<file path="src/rtl/bus_pkg.sv">
// Shared types for the bus transfer arbiter: FSM state encoding and arbitration mode values.
package bus_pkg;

  typedef enum logic {
    IDLE  = 1'b0,
    GRANT = 1'b1
  } state_t;

  localparam logic MODE_RR    = 1'b0;
  localparam logic MODE_FIXED = 1'b1;

endpackage

</file>
<file path="src/rtl/bus_xfer_arbiter_rr_picker.sv">
// Combinational winner select: first request at/above ptr (wrapping) in round-robin,
// lowest index in fixed priority. No state, no handshake.
module rr_picker #(
  parameter int NSRC  = 4,
  parameter int SRC_W = $clog2(NSRC)
) (
  input  logic [NSRC-1:0]  req,
  input  logic [SRC_W-1:0] ptr,
  input  logic             mode,
  output logic             any,
  output logic [SRC_W-1:0] idx
);
  import bus_pkg::*;

  logic [SRC_W-1:0] base;
  logic [SRC_W-1:0] cand;
  logic             found;
  int               sum;

  always_comb begin
    any   = |req;
    idx   = '0;
    found = 1'b0;
    cand  = '0;
    sum   = 0;
    base  = (mode == MODE_FIXED) ? '0 : ptr;
    // Walk NSRC slots starting at base; the first requester found wins.
    for (int k = 0; k < NSRC; k++) begin
      sum = int'(base) + k;
      if (sum >= NSRC) sum = sum - NSRC;
      cand = SRC_W'(sum);
      if (!found && req[cand]) begin
        found = 1'b1;
        idx   = cand;
      end
    end
  end

endmodule

</file>
<file path="src/rtl/bus_xfer_arbiter.sv">
// Packet arbiter onto one registered bus; 1 cycle arbitration, then 1 beat/cycle while granted.
// src_ready of the owner follows (!bus_valid || bus_ready) combinationally, so stalls lose no beats.
module bus_xfer_arbiter #(
  parameter int WIDTH = 4,
  parameter int NSRC  = 4,
  parameter int SRC_W = $clog2(NSRC)
) (
  input  logic                    clk,
  input  logic                    rst_n,
  input  logic [NSRC*WIDTH-1:0]   src_data,
  input  logic [NSRC-1:0]         src_valid,
  input  logic [NSRC-1:0]         src_last,
  output logic [NSRC-1:0]         src_ready,
  input  logic                    mode,
  output logic [WIDTH-1:0]        bus_data,
  output logic                    bus_valid,
  output logic                    bus_last,
  output logic [SRC_W-1:0]        bus_src,
  input  logic                    bus_ready
);
  import bus_pkg::*;

  state_t           state, state_nxt;
  logic [SRC_W-1:0] owner, ptr, pick_idx;
  logic             pick_any, bus_free, accept;
  logic [WIDTH-1:0] src_word [NSRC];

  for (genvar i = 0; i < NSRC; i++) begin : g_unpack
    assign src_word[i] = src_data[i*WIDTH +: WIDTH];
  end

  rr_picker #(
    .NSRC  (NSRC),
    .SRC_W (SRC_W)
  ) u_picker (
    .req  (src_valid),
    .ptr  (ptr),
    .mode (mode),
    .any  (pick_any),
    .idx  (pick_idx)
  );

  assign bus_free = !bus_valid || bus_ready;

  always_comb begin
    state_nxt = state;
    src_ready = '0;
    accept    = 1'b0;
    case (state)
      IDLE: begin
        if (pick_any) state_nxt = GRANT;
      end
      GRANT: begin
        src_ready[owner] = bus_free;
        accept           = src_valid[owner] && bus_free;
        if (accept && src_last[owner]) state_nxt = IDLE;
      end
      default: state_nxt = IDLE;
    endcase
  end

  always_ff @(posedge clk) begin
    if (!rst_n) begin
      state     <= IDLE;
      owner     <= '0;
      ptr       <= '0;
      bus_valid <= 1'b0;
      bus_data  <= '0;
      bus_last  <= 1'b0;
      bus_src   <= '0;
    end else begin
      state <= state_nxt;
      if (state == IDLE && pick_any) owner <= pick_idx;
      if (accept && src_last[owner])
        ptr <= (owner == SRC_W'(NSRC - 1)) ? '0 : owner + SRC_W'(1);
      // A load takes precedence over a drain, giving back-to-back beats.
      if (accept) begin
        bus_valid <= 1'b1;
        bus_data  <= src_word[owner];
        bus_last  <= src_last[owner];
        bus_src   <= owner;
      end else if (bus_valid && bus_ready) begin
        bus_valid <= 1'b0;
      end
    end
  end

endmodule
</file>
<file path="config.mk">
export PLATFORM = sky130hd
export DESIGN_NAME = bus_xfer_arbiter
export DESIGN_NICKNAME = d
export VERILOG_FILES = /design/src/rtl/bus_pkg.sv /design/src/rtl/bus_xfer_arbiter_rr_picker.sv /design/src/rtl/bus_xfer_arbiter.sv
export SDC_FILE = /design/constraint.sdc
export NUM_CORES = 1
export LEC_CHECK = 0
export ABC_CLOCK_PERIOD_IN_PS = 2000
export BUFFER_PORTS_ARGS = -buffer_cell sky130_fd_sc_hd__buf_4
export CAP_MARGIN = 10
export CORE_ASPECT_RATIO = 2
export CORE_MARGIN = 2
export CORE_UTILIZATION = 25
export DETAILED_ROUTE_END_ITERATION = 10
export PLACE_DENSITY = 0.53
export RECOVER_POWER = 50
export SETUP_SLACK_MARGIN = 0.2
export SLEW_MARGIN = 25
export SYNTH_ARGS = -nofsm -noshare
export SYNTH_HDL_FRONTEND = slang
export SYNTH_HIERARCHICAL = 1
export SYNTH_SLANG_ARGS = --single-unit
</file>
<file path="constraint.sdc">
create_clock -name clk -period 2 [get_ports clk]
set_input_delay 0.1 -clock clk [delete_from_list [all_inputs] [get_ports clk]]
set_output_delay 0.1 -clock clk [all_outputs]
set_load 0.03 [all_outputs]
</file>
==> results_dict.tcl <==
set metrics [dict create \
    drive_above_1_share_pct 27.8 \
    setup_tns_ps 0 \
    arrival_ps 1800 \
    ant_nets 0 \
    placed_area_um2 1270 \
    dp_hpwl_mm 2.08 \
    rr_endpoint "ptr[0]$_SDFFE_PN0P_" \
    root_buffer "clkbuf_8" \
    synth_nets 137 \
    yosys_warnings 6 \
    cts_setup_buffers 0 \
    final-setup-viol-count 0 \
    criticalPathCategory "flop to flop" \
    wl_per_cell_um 13.3 \
    worstHoldStart "rst_n" \
    p_per_area_nw_per_um2 569 \
    grt_pass1_wl_mm 4.10 \
    antenna_cells 0 \
    cp-end-kind "flop" \
    switching_power_uw 212 \
    final_area_um2 1270 \
    rsz0062_at_grt "false" \
    switching_share_pct 29.3 \
    tritoncts "done" \
    fin_crit_sh_pct 83.0 \
    max_slew_margin_pct 73.6 \
    synthTopCellsByCount "nand2_1, dfxtp_1, nor2_1" \
    grt_start_max_net_pins 16 \
    crit_fanout 6 \
    finalClockSkew_ps 3.54 \
    grt_pass1_vias 916 \
    worstMarginPinSlew_ps 397 \
    rows 31 \
    clock_power_share_pct 32.3 \
    drt_pass1_iterations 4 \
    synth_most_common_cell "nand2_1" \
    htree_levels 1 \
    synth_cell_type_count 32 \
    status "completed" \
    synthCells 105 \
    synth-seq-cells 13 \
    whs_path_depth 3 \
    cp-startpoint "owner[0]$_SDFFE_PN0P_" \
    clockBufferDepth 2 \
    synthFlopType "dfxtp_1" \
    syn_area_per_cell_um2 8.93 \
    hp-class "primary input to flop" \
    cts_inserted_buffers 3 \
    gp_congestion 0.833 \
    num-fill-cells 389 \
    synth_top_cell_area_share_pct 27.8 \
    async_flop_share_pct 0 \
    fin_util_pct 35.3 \
    grt_use_total_pct 13.0 \
    synth_edf_count 0 \
    p_leak_uw 0.000502 \
    path_clk_slew_ps 50 \
    antenna_found_initial 0 \
    io_pins 40 \
    die_h_um 90.6 \
    post_cts_resized 0 \
    clkLatencyLatePin_ps 240 \
    period_minus_slack_ps 1660 \
    worstSetupStartpointType "flop" \
    die_w_um 47.3 \
    overflow 0 \
    syn2layout_area_growth_pct 36.0 \
    route.final.wire_length_mm 2.57 \
    reg2reg_depth 5 \
    max-cap-violations 0 \
    syn-cell-area_um2 937 \
    vias 930 \
    synth_area_leaders "dfxtp_1, mux4_1, a21boi_0" \
    numClockSinks 13 \
    fmax_mhz 603 \
    die-area_um2 4280 \
    combPwrFrac_pct 27.2 \
    max-vdd-ir-drop_v 0.000197 \
    ys_seq_area_share_pct 27.8 \
    final_hold_viol_count 0 \
    drt_iter0_markers 35 \
    p_int_uw 513 \
    rrSetupSlack_ps 340 \
    holdBufCountCts 0 \
    final_nets 177 \
    min_to "state$_SDFF_PN0_" \
    drc 0 \
    r2r-start "owner[0]$_SDFFE_PN0P_" \
    yosysTopAreaCell "dfxtp_1" \
    initial_core_util_pct 26.0 \
    worstPathRequired_ps 2140 \
    viasPerCell 4.82 \
    core_um2 3610 \
    seqPwrFrac_pct 40.5 \
    report.final.slew_viol_count 0 \
    io_buffers 39 \
]
critical path, stage by stage, from the launching register on:
cell,delay (ps)
dfxtp_1,360
clkbuf_1,260
mux4_2,540
and4_4,240
nand3_1,100
o21ai_2,50
routing by layer:
layer,track usage [%],up-vias,share of wire [%]
met5,0,-,0
met4,8.80,0,4.1
met3,1.00,9,4.1
met2,21.8,29,55
met1,14.0,431,37
li1,-,461,-
cell usage in the layout (no fill, tap or decap):
master / instances
a21boi_0: 8
a21oi_1: 5
a21oi_2: 1
a31o_2: 1
a32oi_1: 1
and3_1: 5
and4_4: 1
buf_4: 31
clkbuf_1: 11
clkbuf_8: 3
dfxtp_1: 13
ha_1: 4
inv_1: 3
mux2_2: 1
mux2i_1: 1
mux4_1: 5
mux4_2: 1
nand2_1: 16
nand2b_1: 3
nand3_1: 3
nor2_1: 9
nor2b_1: 5
nor3_1: 1
nor4b_1: 1
o211ai_1: 1
o21ai_0: 4
o21ai_1: 1
o21ai_2: 1
o221ai_1: 1
o41ai_1: 1
or4_1: 1
xnor2_1: 1
power groups by stage:
stage | Combinational, uW | Sequential (uW) | Clock, uW
after floorplan | 109 | 310 | 0
final | 197 | 294 | 234
after detailed placement | 209 | 300 | 0
after global placement | 205 | 299 | 0
after CTS | 210 | 294 | 242
after global routing | 216 | 296 | 252
stage by stage:
| step | setup slack (ps) | power (uW) | hold slack (ps) | instances |
|---|---|---|---|---|
| 2_1_floorplan | 424 | 420 | 241 | 105 |
| 3_3_place_gp | 434 | 504 | 444 | 189 |
| 3_5_place_dp | 377 | 509 | 450 | 189 |
| 4_1_cts | 366 | 746 | 195 | 193 |
| 5_1_grt | 246 | 764 | 200 | 193 |
| 6_report | 341 | 725 | 190 | 193 |
flip-flops by register name, summed over array words and instances (netlist names):
| register | count |
|---|---|
| state | 1 |
| bus_last | 1 |
| owner | 2 |
| bus_src | 2 |
| ptr | 2 |
| bus_valid | 1 |
| bus_data | 4 |
cell type report:
| type | instances | area [um2] | area share (%) |
|---|---|---|---|
| well taps | 49 | 61.3 | 4.81 |
| flip-flops and latches | 13 | 260 | 20.4 |
| multi-input cells | 83 | 627 | 49.2 |
| clock buffers | 4 | 45.0 | 3.53 |
| repair buffers | 41 | 270 | 21.2 |
| inverters | 3 | 11.3 | 0.883 |
cells by family (layout without fill, tap and decap cells):
kind of cell / after synthesis / after routing / share of synthesized area (%)
buffers and inverters: 9 / 48 / 5.34
and+or+nand+nor: 45 / 45 / 23.8
muxes: 8 / 8 / 18.7
AOI/OAI and AO/OA: 25 / 25 / 18.2
xor gates and xnor gates: 1 / 1 / 0.935
adders and majority gates: 4 / 4 / 5.34
DFF: 13 / 13 / 27.8
how the worst max path moves through the flow:
| stage | end | slack, ps | cells after the start |
|---|---|---|---|
| after floorplan | ptr[0]$_SDFFE_PN0P_ | 420 | 6 |
| after detailed placement | bus_data[2]$_SDFFE_PN0P_ | 380 | 4 |
| after global routing | bus_last$_SDFFE_PN0P_ | 250 | 5 |
| after CTS | bus_data[2]$_SDFFE_PN0P_ | 370 | 4 |
| final | ptr[0]$_SDFFE_PN0P_ | 340 | 5 |
| after global placement | bus_src[0]$_SDFFE_PN0P_ | 430 | 4 |
No activity file was read; power rests on OpenSTA's default activity.
